--- src/rtl/mcs_fpro_bridge.sv ---
// Purpose : MicroBlaze MCS IO bus to FPro bus bridge with an error counter for rejected accesses.
// Latency : a valid access strobes FPro one cycle after the MCS strobe edge and gives io_ready one cycle later; an error access gives io_ready in the first cycle.
// Backpr.  : none. A strobe in WR/RD is dropped and counted as an error. A strobe in IDLE/ACK is always accepted.
//
// Ports:
//   clk, reset_n          - single clock, asynchronous active-low reset
//   io_*  (in)            - MCS IO bus request: strobes, address, write data, byte enables
//   io_read_data, io_ready- registered MCS response
//   fp_*  (out)           - FPro bus: chip selects, rd/wr strobes, word address, write data
//   fp_rd_data (in)       - FPro slave read data, combinational, valid while fp_rd=1
//   err_count             - saturating count of rejected/protocol-violating accesses
module mcs_fpro_bridge #(
    parameter logic [31:0] BRIDGE_BASE = 32'hC000_0000,
    parameter int          ERR_W       = 8
) (
    input  logic             clk,
    input  logic             reset_n,
    // MCS IO bus
    input  logic             io_addr_strobe,
    input  logic             io_read_strobe,
    input  logic             io_write_strobe,
    input  logic [31:0]      io_address,
    input  logic [31:0]      io_write_data,
    input  logic [3:0]       io_byte_enable,
    output logic [31:0]      io_read_data,
    output logic             io_ready,
    // FPro bus
    output logic             fp_mmio_cs,
    output logic             fp_video_cs,
    output logic             fp_wr,
    output logic             fp_rd,
    output logic [20:0]      fp_addr,
    output logic [31:0]      fp_wr_data,
    input  logic [31:0]      fp_rd_data,
    // status
    output logic [ERR_W-1:0] err_count
);

    typedef enum logic [1:0] {
        S_IDLE = 2'd0,
        S_WR   = 2'd1,
        S_RD   = 2'd2,
        S_ACK  = 2'd3
    } state_t;

    state_t            state_q, state_d;
    // Only bit 23 (space select) and the word address bits 22:2 are used
    // after acceptance, so the other address bits are not stored.
    logic [23:2]       addr_q,  addr_d;
    logic [31:0]       wdata_q, wdata_d;
    logic [31:0]       rdata_q, rdata_d;
    logic [ERR_W-1:0]  err_q,   err_d;
    logic              err_inc;

    // Request classification. It is only used when the bridge can accept a strobe.
    logic in_window;
    logic rd_only;
    logic wr_only;
    logic acc_wr;
    logic acc_rd;

    // Byte-lane offset bits are not used. The FPro bus is word addressed.
    logic unused_addr_bits;
    assign unused_addr_bits = ^io_address[1:0];

    assign in_window = (io_address[31:24] == BRIDGE_BASE[31:24]);
    assign rd_only   = io_read_strobe  & ~io_write_strobe;
    assign wr_only   = io_write_strobe & ~io_read_strobe;
    // Any non-zero byte enable is a full-word write. The FPro bus has no lanes.
    assign acc_wr    = in_window & wr_only & (|io_byte_enable);
    assign acc_rd    = in_window & rd_only;

    // Next-state logic.
    always_comb begin
        state_d = state_q;
        addr_d  = addr_q;
        wdata_d = wdata_q;
        rdata_d = rdata_q;
        err_inc = 1'b0;

        unique case (state_q)
            S_IDLE, S_ACK: begin
                // With no strobe, the bridge goes to IDLE. A strobe seen in ACK is
                // accepted as in IDLE, so back-to-back accesses have no gap.
                state_d = S_IDLE;
                if (io_addr_strobe) begin
                    addr_d  = io_address[23:2];
                    wdata_d = io_write_data;
                    if (acc_wr) begin
                        state_d = S_WR;
                    end else if (acc_rd) begin
                        state_d = S_RD;
                    end else begin
                        // Rejected access: acknowledge at once with zero data.
                        state_d = S_ACK;
                        rdata_d = 32'h0;
                        err_inc = 1'b1;
                    end
                end
            end
            S_WR: begin
                state_d = S_ACK;
                rdata_d = 32'h0;
                // A strobe here is dropped. The write in flight still completes.
                err_inc = io_addr_strobe;
            end
            S_RD: begin
                state_d = S_ACK;
                rdata_d = fp_rd_data;
                err_inc = io_addr_strobe;
            end
            default: begin
                state_d = S_IDLE;
            end
        endcase
    end

    // The counter saturates at all-ones and does not wrap.
    always_comb begin
        err_d = err_q;
        if (err_inc && (err_q != {ERR_W{1'b1}})) begin
            err_d = err_q + ERR_W'(1);
        end
    end

    // State and datapath registers.
    always_ff @(posedge clk or negedge reset_n) begin
        if (!reset_n) begin
            state_q <= S_IDLE;
            addr_q  <= '0;
            wdata_q <= '0;
            rdata_q <= '0;
            err_q   <= '0;
        end else begin
            state_q <= state_d;
            addr_q  <= addr_d;
            wdata_q <= wdata_d;
            rdata_q <= rdata_d;
            err_q   <= err_d;
        end
    end

    // Moore outputs. They depend only on the state and the latched request.
    logic strobe_state;
    assign strobe_state = (state_q == S_WR) || (state_q == S_RD);

    assign fp_wr        = (state_q == S_WR);
    assign fp_rd        = (state_q == S_RD);
    assign fp_mmio_cs   = strobe_state & ~addr_q[23];
    assign fp_video_cs  = strobe_state &  addr_q[23];
    assign fp_addr      = addr_q[22:2];
    assign fp_wr_data   = wdata_q;
    assign io_ready     = (state_q == S_ACK);
    assign io_read_data = rdata_q;
    assign err_count    = err_q;

endmodule

--- config.mk ---
export PLATFORM = sky130hd
export DESIGN_NAME = mcs_fpro_bridge
export DESIGN_NICKNAME = d
export VERILOG_FILES = /design/src/rtl/mcs_fpro_bridge.sv
export SDC_FILE = /design/constraint.sdc
export NUM_CORES = 1
export LEC_CHECK = 0
export ABC_AREA = 1
export BUFFER_PORTS_ARGS = -buffer_cell sky130_fd_sc_hd__buf_2
export CORE_MARGIN = 2
export CORE_UTILIZATION = 47
export CTS_BUF_LIST = sky130_fd_sc_hd__clkbuf_16
export DETAILED_ROUTE_END_ITERATION = 12
export PLACE_DENSITY = 0.88
export SYNTH_ARGS = -nofsm -noshare
export SYNTH_HDL_FRONTEND = slang
export SYNTH_SLANG_ARGS = --single-unit
--- constraint.sdc ---
create_clock -name clk -period 2.1 [get_ports clk]
set_input_delay 0 -clock clk [delete_from_list [all_inputs] [get_ports clk]]
set_output_delay 0 -clock clk [all_outputs]
set_load 0.005 [all_outputs]
# == Word level (Yosys, flattened, before mapping) ==
# Index checks and enable logic that the tools add are counted.
# totals
inputBits,105
wordCells,44
out_inout_bits,98
reg_bits,96
# classes
n_eq_ne,8
n_mux,12
n_reduce_logical,8
bitwise,10
addsub,1
# op_table
cell,n
$mux W32,3
$pmux W32 S3,1
$add A8 B1 Y8 const B,1
$eq A8 B8 Y1 const B,1
$ne A8 B8 Y1 const B,1
$and A1 B1 Y1,7
$ne A2 B2 Y1 const B,3
$eq A2 B2 Y1 const B,2
$mux W1,4
$mux W2,2
$pmux W2 S2,1
$reduce_or A2 Y1,2
$reduce_or A4 Y1,1
$not A1 Y1,3
$reduce_and A3 Y1,1
$eq A2 B1 Y1 const B,1
$logic_not A2 Y1,1
$pmux W1 S2,1
$reduce_and A2 Y1,1
$logic_and A1 B1 Y1,1
$logic_or A1 B1 Y1,1

# == Logic depth before layout (Yosys ltp) ==
# depth
ltp_word,8
depth_mapped,9
depth_no_buf,9

# == Worst setup path after synthesis ==
# No wires, ideal clock.
# synth_timing
kind,flip-flop to flip-flop
start,register state_q[0]
end,register addr_q[10] in the netlist's numbering
slack_ns,0.427
stages_incl_launch_ff,6
setup_time_ns,0.125
path_buffers,1
required_time_ns,1.975
arrival_ns,1.548
synth_period_minus_slack_ns,1.673
cell_sequence,dfrtp_1 -> inv_1 -> ha_1 -> nand2_1 -> buf_2 -> mux2_2
# synth_between
elab_chain_len,3
word_cells_on_any_way,4
classes_between,1 x eq/ne; 3 x reduce/logical
# synth_lines
element,line,text
start: declaration,46,"state_t state_q, state_d;"
start signal: assignment,135,state_q <= state_d;
$eq A2 B2 Y1 or $logic_not A2 Y1 (tied branches),81,unique case (state_q)
$reduce_or A2 Y1 *,81,
$reduce_and A2 Y1 (no line) *,--,
end signal: assignment,136,addr_q <= addr_d;
end: declaration,49,"logic [23:2] addr_q, addr_d;"
# Every way passes the cells marked *; elsewhere a longest branch is shown, timed or not.
# A chain may end at the register's enable or synchronous reset.

# == Worst setup path in the final report ==
# layout_timing
start,register state_q[0]
end,"register err_q[6], in the netlist err_count[6]"
# layout_between
elab_chain_len,4
word_cells_on_any_way,8
classes_between,3 x eq/ne; 1 x mux; 4 x reduce/logical
# layout_lines
element,line,text
"$eq A2 B1 Y1, or another cell as far along",81,
"$reduce_or A2 Y1, on equally long branches",--,
$pmux W1 S2 *,81,
$logic_and A1 B1 Y1 *,121,if (err_inc && (err_q != {ERR_W{1'b1}})) begin
end signal: assignment,139,err_q <= err_d;
end: declaration,52,"logic [ERR_W-1:0] err_q, err_d;"
# Marked as above.

==> out/summary.txt <==
Remaining antenna violation count -> 0
Clock tree from TritonCTS -> built
Filler cells -> 704
Y dimension of the die -> 101 um
Multi-input logic area -> 0.00157 mm2
Highest-count cells in the layout ignoring fill and taps -> sky130_fd_sc_hd__buf_2, sky130_fd_sc_hd__nand2_1, sky130_fd_sc_hd__dfrtp_1, sky130_fd_sc_hd__dlygate4sd3_1, sky130_fd_sc_hd__mux2_2
Number of global-route vias before repair -> 3894
Hold worst-path end -> io_read_data[14]
Kind of critical path -> flip-flop to flip-flop
Pin count of the biggest net entering global routing -> 56
Area of the placeable core -> 0.00920 mm2
Max IR drop VDD -> 0.000922 V
Initial core utilization -> 0.481
Setup crit start kind -> flip-flop
Average cell area after synthesis -> 10.0 um2
Part of the Yosys area used for sequential elements -> 0.543
Area used by sequential logic in the layout -> 0.00240 mm2
Worst setup skew after layout -> 0.00773 ns
Kind of capture point of the worst setup path -> flip-flop
Rows -> 35
Status -> complete, no violations
Synthesized instance count -> 441
Synth Register Bits -> 96
Detailed placement HPWL -> 7610 um
First-pass GRT wire length -> 18000 um
Overall Global Routing Usage -> 0.224
Largest fanout on the critical path -> 38
Cell at the root of the clock tree -> sky130_fd_sc_hd__clkbuf_16
Vias after detailed routing -> 3840
Number of maximum-capacitance violations -> 0
Clk slew on worst S/H paths -> 0.07 ns
Post-Place Setup Slack -> 0.0903 ns
Launch instance of the worst min-delay path -> fp_rd_data[14]
Number of antenna violations at the first check in global routing -> 0
Number of search-and-repair iterations in the first detailed-routing pass -> 4
DRC violation count after routing -> 0
Area of the die -> 0.0102 mm2
Worst-case headroom to the max-slew limit -> 0.553
Total nets after synthesis -> 550
Gp weighted congestion -> 0.818
CTS Sinks -> 96
Pleak -> 3.53 nW
Violation count after the first detailed-route iteration -> 110
Fraction of the cycle the final worst path needs -> 0.918
Longest Clk Path Bufs -> 2
Overall power of the completed layout -> 0.00795 W
Unrepaired setup endpoints after global routing -> false
Number of distinct library cells after synthesis -> 23
Worst r2r src -> state_q[0]
Number of buffers created by CTS -> 9
Fraction of layout instances using a drive strength above 1 -> 0.415
Horizontal die dimension -> 101 um
Destination of the worst register-to-register timing path -> err_count[6]
Tmin final -> 1.93 ns
Aggregate routed wire length -> 11400 um
Setup_tns -> 0 ns
Crit. Startpoint -> state_q[0]
Layout overhead on the synthesized area -> 40.6%
H-tree Lvls -> 3
Setup slack on the worst flop-to-flop path -> 0.17 ns
Total Nets Final -> 780
Data required, critical path -> 2.31 ns
Maximum clock frequency -> 519 MHz
Final hold violations -> 0
Measured slew at the worst slew-check pin -> 0.670 ns
Arrival time of the worst setup path -> 2.14 ns
Path category of the worst min-delay check -> input pin to flip-flop
Count of inserted antenna diode cells -> 0
Worst skew pair latency -> 0.32 ns
Ys Warns -> 0
Mapped Area -> 0.00442 mm2
Number of top-level pins -> 203
Smallest setup slack after layout -> 0.172 ns
Per-cell routed wire length -> 14.5 um
Number of vias per cell after detailed routing -> 4.89
Most common library cell in the layout ignoring fill and taps -> sky130_fd_sc_hd__buf_2
Number of max-slew violations in the final report -> 0
Global route overflow -> 0
Buffers on Ports -> 200
Worst Hold Path Cells -> 5
Final setup vio count -> 0
PwrDens -> 1280 mW/mm2
Worst Reg2Reg Path Length in Cells -> 8
## cells in the mapped netlist (all sizes together)
cell    number  share of area
a21boi       2         0.0034
nand3        9          0.012
nand2      129           0.11
mux2        53           0.13
a21oi        2         0.0031
nor2        13          0.012
xnor2        1         0.0020
o21ai        1         0.0011
nand4       37          0.052
dfrtp       96           0.54
clkinv       1        0.00085
nor3b        1         0.0028
clkbuf       6         0.0051
nand3b       2         0.0034
xor2         3         0.0059
ha           4          0.011
buf         37          0.060
inv         44          0.037
## worst max-delay path by stage
stage                        end  slack (ns)
floorplan             addr_q[10]        0.43
global placement    err_count[7]        0.20
detailed placement  err_count[5]        0.09
CTS                 err_count[6]        0.09
global route        err_count[3]        0.04
finish              err_count[6]        0.17
## where the power goes
| part | internal, W | switching, W | total, W |
|---|---|---|---|
| combinational | 0.00169 | 0.00154 | 0.00324 |
| clock | 0.000912 | 0.000676 | 0.00159 |
| sequential | 0.00267 | 0.000450 | 0.00312 |
| total | 0.00528 | 0.00267 | 0.00795 |
## per-layer routing
metal	GRT usage	wire (um)	up-vias
li1	-	-	1858
met1	0.250	4250	1805
met2	0.409	6150	147
met3	0.0458	611	30
met4	0.0988	360	0
met5	0	0	-
## registers in the layout (all words and copies together), names as in the netlist
register,count
state_q,2
fp_wr_data,32
addr_q,22
io_read_data,32
err_count,8
## kinds of logic after synthesis
logic type	after synthesis	share of synthesized area
AO/OA/AOI/OAI	5	0.00764
flip-flops	96	0.543
adder cells (fa/ha/maj)	4	0.0113
buffers and inverters	88	0.103
AND/OR/NAND/NOR	191	0.192
XOR/XNOR	4	0.00792
multiplexers	53	0.135
## area by class of cell
class,count,area share
Timing Repair Buffer,262,0.266
Inverter,45,0.0272
Multi-Input combinational cell,257,0.252
Clock inverter,6,0.0101
Clock buffer,9,0.0362
Sequential cell,96,0.386
Tap cell,111,0.0223
## worst max-delay path: stages (launching register included)
cell                      delay (ns)
sky130_fd_sc_hd__dfrtp_1        0.38
sky130_fd_sc_hd__inv_1          0.06
sky130_fd_sc_hd__ha_1           0.37
sky130_fd_sc_hd__nor3b_2        0.20
sky130_fd_sc_hd__nand2_1        0.11
sky130_fd_sc_hd__buf_6          0.28
sky130_fd_sc_hd__nand3_2        0.24
sky130_fd_sc_hd__nand2_1        0.11
sky130_fd_sc_hd__nand2_1        0.06
## per-stage QoR
stage / instances / utilization / area, um2 / hold slack [ns]
2_1_floorplan: 441 / - / 4420 / -0.296
3_3_place_gp: 716 / 0.584 / 5370 / 0.0702
4_1_cts: 786 / 0.675 / 6210 / 0.00645
3_5_place_dp: 716 / 0.584 / 5370 / 0.0826
6_report: 786 / 0.676 / 6220 / 0.0109
5_1_grt: 786 / 0.676 / 6220 / 0.0216
## what timing repair did
action	in CTS	in global routing
resized for setup	0	2
hold endpoints to repair	105	0
setup endpoints to repair	0	8
hold buffers	55	0
buffers inserted	0	0
Note: power is estimated with default switching activity, not from simulation.
